===== src/rtl/bcd_pkg.sv =====
// Shared definitions for the sequential binary-to-BCD converter: FSM states,
// digit constants and the bit-counter width helper.
package bcd_pkg;

  typedef enum logic [1:0] {
    IDLE,
    SHIFT,
    DONE
  } bcd_state_t;

  localparam int unsigned BCD_DIGIT_W    = 4;
  localparam int unsigned BCD_ADJ_THRESH = 5;
  localparam int unsigned BCD_ADJ_ADD    = 3;

  // Counter only has to reach BIN_W-1; keep at least one bit for BIN_W=1.
  function automatic int unsigned bcd_cnt_width(input int unsigned bin_w);
    return (bin_w < 2) ? 1 : $clog2(bin_w);
  endfunction

endpackage


===== src/rtl/bcd_digit_adj.sv =====
// Combinational double-dabble cell: adds 3 to a BCD digit that is 5 or more.
module bcd_digit_adj
  import bcd_pkg::*;
(
  input  logic [BCD_DIGIT_W-1:0] din,
  output logic [BCD_DIGIT_W-1:0] dout
);

  always_comb begin
    dout = din;
    if (din >= BCD_DIGIT_W'(BCD_ADJ_THRESH))
      dout = din + BCD_DIGIT_W'(BCD_ADJ_ADD);
  end

endmodule


===== src/rtl/binary_to_bcd_seq.sv =====
// Sequential double-dabble binary-to-BCD converter, one input bit per clock,
// valid/ready on both sides. Define BCD_OVF_EN to compile in the sticky overflow flag.
module binary_to_bcd_seq
  import bcd_pkg::*;
#(
  parameter int unsigned BIN_W  = 14,
  parameter int unsigned DIGITS = 5
)(
  input  logic                            clk,
  input  logic                            rst,
  input  logic [BIN_W-1:0]                bin,
  input  logic                            in_valid,
  output logic                            in_ready,
  output logic [BCD_DIGIT_W*DIGITS-1:0]   bcd,
  output logic                            out_valid,
  input  logic                            out_ready,
  output logic                            ovf
);

  localparam int unsigned BCD_W = BCD_DIGIT_W * DIGITS;
  localparam int unsigned CNT_W = bcd_cnt_width(BIN_W);
  localparam logic [CNT_W-1:0] LAST_BIT = CNT_W'(BIN_W - 1);

  bcd_state_t       state;
  logic [BIN_W-1:0] sr;
  logic [BCD_W-1:0] acc;
  logic [BCD_W-1:0] adj;
  logic [BCD_W-1:0] acc_nx;
  logic [CNT_W-1:0] cnt;

  for (genvar g = 0; g < DIGITS; g++) begin : g_adj
    bcd_digit_adj u_adj (
      .din  (acc[g*BCD_DIGIT_W +: BCD_DIGIT_W]),
      .dout (adj[g*BCD_DIGIT_W +: BCD_DIGIT_W])
    );
  end

  // The bit leaving the top digit is dropped here; the overflow logic taps it separately.
  assign acc_nx   = BCD_W'({adj, sr[BIN_W-1]});
  assign in_ready = (state == IDLE);

  always_ff @(posedge clk) begin
    if (rst) begin
      state     <= IDLE;
      sr        <= '0;
      acc       <= '0;
      cnt       <= '0;
      bcd       <= '0;
      out_valid <= 1'b0;
    end else begin
      case (state)
        IDLE: begin
          if (in_valid) begin
            sr    <= bin;
            acc   <= '0;
            cnt   <= '0;
            state <= SHIFT;
          end
        end
        SHIFT: begin
          acc <= acc_nx;
          sr  <= sr << 1;
          cnt <= cnt + CNT_W'(1);
          if (cnt == LAST_BIT) begin
            bcd       <= acc_nx;
            out_valid <= 1'b1;
            state     <= DONE;
          end
        end
        DONE: begin
          if (out_ready) begin
            out_valid <= 1'b0;
            state     <= IDLE;
          end
        end
        default: state <= IDLE;
      endcase
    end
  end

`ifdef BCD_OVF_EN
  logic ovf_st;
  logic ovf_q;

  always_ff @(posedge clk) begin
    if (rst) begin
      ovf_st <= 1'b0;
      ovf_q  <= 1'b0;
    end else if (state == IDLE && in_valid) begin
      ovf_st <= 1'b0;
    end else if (state == SHIFT) begin
      ovf_st <= ovf_st | adj[BCD_W-1];
      if (cnt == LAST_BIT)
        ovf_q <= ovf_st | adj[BCD_W-1];
    end
  end

  assign ovf = ovf_q;
`else
  assign ovf = 1'b0;
`endif

endmodule


===== config.mk =====
export PLATFORM = sky130hd
export DESIGN_NAME = binary_to_bcd_seq
export DESIGN_NICKNAME = d
export VERILOG_FILES = /design/src/rtl/bcd_pkg.sv /design/src/rtl/bcd_digit_adj.sv /design/src/rtl/binary_to_bcd_seq.sv
export SDC_FILE = /design/constraint.sdc
export NUM_CORES = 1
export LEC_CHECK = 0
export CORE_MARGIN = 3
export CORE_UTILIZATION = 53
export CTS_CLUSTER_DIAMETER = 100
export DETAILED_ROUTE_END_ITERATION = 8
export PLACE_DENSITY = 0.88
export SKIP_CTS_REPAIR_TIMING = 1
export SYNTH_ARGS = -nofsm -noshare
export SYNTH_HDL_FRONTEND = slang
export SYNTH_SLANG_ARGS = --single-unit

===== constraint.sdc =====
create_clock -name clk -period 1.83 [get_ports clk]
set_clock_uncertainty 0.2 [all_clocks]
set_input_delay 0.366 -clock clk [delete_from_list [all_inputs] [get_ports clk]]
set_output_delay 0.366 -clock clk [all_outputs]
set_load 0.02 [all_outputs]

==> qor.yml <==
outcome: "complete, no violations"
slew-limit-headroom_pct: 59.1
power_per_cell_area_nw_per_um2: 769
synth_cells: 311
initial_antenna_violation_count: 0
vdd_drop_max_v: 0.000550
path_cells: "buf_4 -> inv_1 -> nand2_1 -> o22ai_1 -> a211oi_1"
critPathLaunchType: "flip-flop"
cts_inserted_buffers: 9
gp_congestion: 0.810
yosysSeqAreaShare_pct: 43.6
number_of_synthesis_warnings: 0
detailedRoute.firstPassIterationCount: 4
timing.critical_path.buf_inv: 2
post_dp_cell_area_um2: 3330
cpLargestDelayFamily: "buffers and inverters"
synth_largest_type_area_fraction_pct: 43.6
critPathMaxStageDelay_ns: 0.39
grtUsageTotal_pct: 23.3
final_cell_area_um2: 3610
syn_area_um2: 2800
drv.max_cap_violation_count: 0
cp_max_fo: 16
clkSinkCount: 61
combined_area_of_the_multi_input_logic_cells_um2: 1470
worst_path_max_delay_cell: "sky130_fd_sc_hd__dfxtp_1"
die_w_um: 78.7
syn_avg_cell_area_um2: 9.02
drcViolationCount: 0
yosys.area_share.xor_xnor_pct: 1.56
dp_hpwl_mm: 4.73
routedWlPerCell_um: 15.9
synth_top_family_by_area: "compound AO/OA/AOI/OAI gates"
finalCriticalPeriod_ns: 1.75
yosys.area_share.simple_pct: 16.0
root_buffer: "sky130_fd_sc_hd__clkbuf_8"
die_h_um: 78.7
final.hold.worst_slack_ns: 0.262
synth.net_count: 341
insertion_delay_ns: 0.33
muxShareOfSynthArea_pct: 2.59
timing.fmax_mhz: 572
postLayoutCoreUtil_pct: 73.5
crit_share_post_route_pct: 95.5
cp_data_arrival_time_ns: 1.76
vias_per_cell: 5.79
hold_violations: 0
htree_num_levels: 3
dieArea_um2: 6200
p_leak_nw: 1.86
final-setup-viol-count: 0
drive_gt1_share_pct: 14.4
crit_required_ns: 1.84
worst_slew_pin_slew_ns: 0.613
ys_types: 38
postSynthRegisterBits: 61
hold_class: "reg -> reg"
core_um2: 4910
end_kind: "flip-flop"
route.vias.total: 2511
antenna-diode-count: 0
cts_tree: "yes"
ys_top_cells_by_area: "sky130_fd_sc_hd__dfxtp_1 44%, sky130_fd_sc_hd__ha_1 5.4%, sky130_fd_sc_hd__nor2_1 4.7%"
synth_fa_ha_area_share_pct: 5.35
grt_start_max_net_pins: 23
drt-initial-drc-count: 136
cts.reportedPaths.clkPinSlew_ns: 0.07
syn_to_final_growth_pct: 28.7
synth_compound_gate_area_share_pct: 25.6
place.port_buffers: 39
ant_nets: 0
synth_area_leader_cell: "sky130_fd_sc_hd__dfxtp_1"
maxSlewViolCount: 0
effective_utilization_at_floorplan_pct: 57.1
minimum_setup_slack_among_reg_to_reg_paths_ns: 0.08
final_net_count: 392
drt_wl_total_mm: 6.90
criticalPathCategory: "reg -> reg"
top_level_port_count: 41
grt_pass1_vias: 2485
first_pass_grt_wire_length_mm: 11.3
seqCellArea_um2: 1220
core.rowCount: 25
grt-ovfl-total: 0
postSynth.asyncResetShare_pct: 0
dominantRegCellSynth: "sky130_fd_sc_hd__dfxtp_1"
synth_enable_flop_cells: 0
nFillCells: 370
clock_path_buffers: 2
[report_power, final]
group	total (W)	leakage, nW	internal [W]	switching [W]
Combinational	0.000228	1.26	0.000110	0.000119
Clock	0.00116	0.103	0.000657	0.000503
Sequential	0.00139	0.496	0.00136	0.0000255
[path summary, 6_finish.rpt]
check,startpoint,to,depth (start not counted)
min reg2reg,bcd[0],bcd[0],2
max reg2reg,state[0],sr[8],5
min,bcd[0],bcd[0],2
max,state[0],sr[8],5
[registers in the layout, summed over array words and instances, names as in the netlist]
| name | count |
|---|---|
| out_valid | 1 |
| cnt | 4 |
| acc | 20 |
| sr | 14 |
| bcd | 20 |
| state | 2 |
[layout make-up]
type	instances	area share [%]
inverter	15	1.56
clock inverter	5	1.39
tap	67	2.32
multi-input combinational	217	40.6
clock buffer	11	3.92
timing repair buffer	58	16.3
sequential	61	33.9
[logic make-up (layout without fill, tap and decap cells)]
family,Yosys count,after routing
adder cells (fa/ha/maj),12,12
AND/OR/NAND/NOR,90,90
buffers and inverters,33,89
AO/OA/AOI/OAI,102,102
XOR/XNOR,5,5
other,1,1
flip-flops,61,61
multiplexers,7,7
[Yosys cell counts, types with 10 or more instances]
master,count
sky130_fd_sc_hd__ha_1,12
sky130_fd_sc_hd__nor2_1,35
sky130_fd_sc_hd__a22o_1,10
sky130_fd_sc_hd__o21ai_0,15
sky130_fd_sc_hd__a21o_1,14
sky130_fd_sc_hd__and3_1,11
sky130_fd_sc_hd__a21oi_1,16
sky130_fd_sc_hd__dfxtp_1,61
sky130_fd_sc_hd__inv_1,15
sky130_fd_sc_hd__a211oi_1,17
[through the flow]
stage,total power (W),cells,setup TNS (ns),worst slack (ns)
floorplan,0.00154,311,0,0.180
global placement,0.00163,418,-8.38,-0.394
detailed placement,0.00164,418,-9.14,-0.441
CTS,0.00278,434,-1.66,-0.249
global route,0.00285,434,-0.0866,-0.0324
finish,0.00277,434,0,0.0831
[layout by cell type, fill, tap and decap left out, drive strengths merged, types with 14 or more instances in the layout]
master,count
buf,19
o21ai,16
clkdlybuf4s50,17
a21o,14
dfxtp,61
inv,15
a211oi,17
a21oi,16
dlymetal6s2s,22
nor2,37
[tightest hold or removal path, stage by stage (launching register included)]
cell	delay, ns
sky130_fd_sc_hd__dfxtp_1	0.31
sky130_fd_sc_hd__nand2_1	0.05
sky130_fd_sc_hd__a21oi_1	0.06
[per-layer routing]
metal  routed length [um]  track usage (%)  vias up
met5                    0                0        -
met4                  147             11.2        0
met3                  470             6.12       13
met2                 3300             37.2       94
met1                 2990             29.3     1174
li1                     -                -     1230
Note: power is estimated with default switching activity, not from simulation.
==> patch: new RTL, same settings <==
`BCD_DIGIT_W`: 4 -> 6.
--- a/src/rtl/bcd_pkg.sv
+++ b/src/rtl/bcd_pkg.sv
@@ -8,7 +8,7 @@
     DONE
   } bcd_state_t;
 
-  localparam int unsigned BCD_DIGIT_W    = 4;
+  localparam int unsigned BCD_DIGIT_W    = 6;
   localparam int unsigned BCD_ADJ_THRESH = 5;
   localparam int unsigned BCD_ADJ_ADD    = 3;
 
Interface: changed (resized bcd); port bits go from 41 to 51. No check against the original RTL was run, so the function may have changed too.
==> patch against the unedited design <==
Non-clock buffer count increased by 18. Synthesized area increased by 30%. Final cell count increased by 26%. Core utilization decreased by 2.3 points. Routed wire length increased by 24%. First-iteration DRC count increased by 44%. Setup slack got worse by 0.058 ns. Sequential cell count increased by 20. Total power increased by 16%. Final area increased by 28%.
==> patch: results (changes against the unedited design) <==
outcome=finished clean; adder-cell share of the synthesized area=0.0411 (-0.0124); area grow syn2layout=26.6%; layout cells sized above 1=0.135 (-0.00980); Worst Setup SP=acc[25]$_SDFFE_PP0P_; Min-Delay Path Class=flip-flop to flip-flop; Hold Slack=0.261 ns (-0.00133 ns); Filler cells=443 (+20%); drt initial violations=196 (+44%); Vias per Instance=5.68 (-1.8%); R2R depth=6 (+1); H-Tree Depth=3 (unchanged); met1 WL=3740 um (+25%); Leakage=2.39 nW (+29%); biggest regs=acc (30), bcd (30), sr (14); wire length per cell=15.7 um (-1.3%); Seq/Total Area, Yosys=0.444 (+0.00862); Max stage delay on crit path=0.38 ns; number of distinct library cells after synthesis=40 (+5.3%); buffer depth of the longest clock path=2 (unchanged); Max VDD drop=0.504 mV (-8.4%); Post-DP Area=4330 um^2 (+30%); Slowest-stage cell, CP=a2111oi_4; post-route ant nets=0 (unchanged); antenna violations before repair=0 (unchanged); hold depth=1 (-1); port buffer count=49 (+26%); Tot GR Track Use=0.232 (-0.00162); startpoint type of the worst setup path=flip-flop; WL met2=4190 um (+27%); WHS Endpoint=bcd[5]$_SDFFE_PP0P_; Num CTS Buffers=9 (unchanged); Crit path max-delay family=compound AO/OA/AOI/OAI gates; first-pass GRT wire length=14200 um (+25%); R2R setup slack=0.03 ns (-0.06 ns); Arr. time, crit path=1.90 ns (+0.14 ns); largest net degree at the start of global routing=31 (+35%); synth cell count leaders=dfxtp_1, nor2_1, a22o_1; met3 wire len=371 um (-21%); yosys warns=0 (unchanged); hold_sp=bcd[5]$_SDFFE_PP0P_; post-synthesis xor/xnor area fraction=0.0480 (+0.0324); worst r2r dst=acc[26]$_SDFFE_PP0P_; gpl congestion=0.797 (-1.6%); crit path max fanout=3 (-13); Compound-Gate Fraction of Synth Area=0.204 (-0.0518); hpwl dp=5940 um (+26%); vias in the first global route=3059 (+23%); asr flop ratio synth=0 (unchanged); DR pass1 iterations=4 (unchanged); net count reported at finish=495 (+26%); post-synthesis mux area share=0.0199 (-0.00600); top layer in use=met4; Reg clk slew, reported paths=0.08 ns; root buf cell=clkbuf_8; Mapped Nets=433 (+27%); synth top area cells=dfxtp_1, a22o_1, nor2_1, ha_1, nor3_1; # diodes=0 (unchanged); clk_lat worst skew=0.35 ns (+0.02 ns)
[patch: cell count changes after synthesis, sizes merged, moves of 7 or more]
cell,delta
nor2,+40
a22o,+29
dfxtp,+20
nor3,+18
a211oi,-15
nor2b,+12
o21ai,-11
a21o,-10
and3,-10
buf,+10
o22ai,-9
xnor2,+9
a21oi,+8
nor3b,-7
[patch: metal layers]
metal  vias to the layer above  global-route usage
met3                        21              0.0461
met1                      1467               0.289
met2                        84               0.367
li1                       1524                   -
met5                         -                   0
met4                         0               0.145
[patch: report_power, final]
| group | total (W) | internal, W | switching, W |
|---|---|---|---|
| sequential | 0.00181 | 0.00179 | 0.0000200 |
| combinational | 0.000269 | 0.000122 | 0.000147 |
| clock | 0.00113 | 0.000513 | 0.000615 |
| total | 0.00321 | 0.00243 | 0.000782 |
[patch: worst max-delay path by stage]
stage | to | slack, ns | cells past startpoint
4_1_cts | in_ready | -0.27 | 2
2_1_floorplan | bcd[26]$_SDFFE_PP0P_ | 0.05 | 6
5_1_grt | acc[26]$_SDFFE_PP0P_ | -0.05 | 6
3_3_place_gp | acc[7]$_SDFFE_PP0P_ | -0.01 | 6
6_report | acc[26]$_SDFFE_PP0P_ | 0.03 | 6
3_5_place_dp | acc[26]$_SDFFE_PP0P_ | -0.08 | 6
[patch: cell type report]
class / count / area share
Multi-Input combinational cell: 285 / 0.410
Clock buffer: 11 / 0.0306
Timing Repair Buffer: 76 / 0.173
Clock inverter: 3 / 0.00406
Sequential cell: 81 / 0.352
Tap cell: 77 / 0.0209
Inverter: 12 / 0.00975
[patch: stage by stage]
| stage | setup WS (ns) | instances |
|---|---|---|
| CTS | -0.273 | 545 |
| global placement | -0.0139 | 531 |
| floorplan | 0.0533 | 403 |
| global route | -0.0478 | 545 |
| finish | 0.0252 | 545 |
| detailed placement | -0.0777 | 531 |
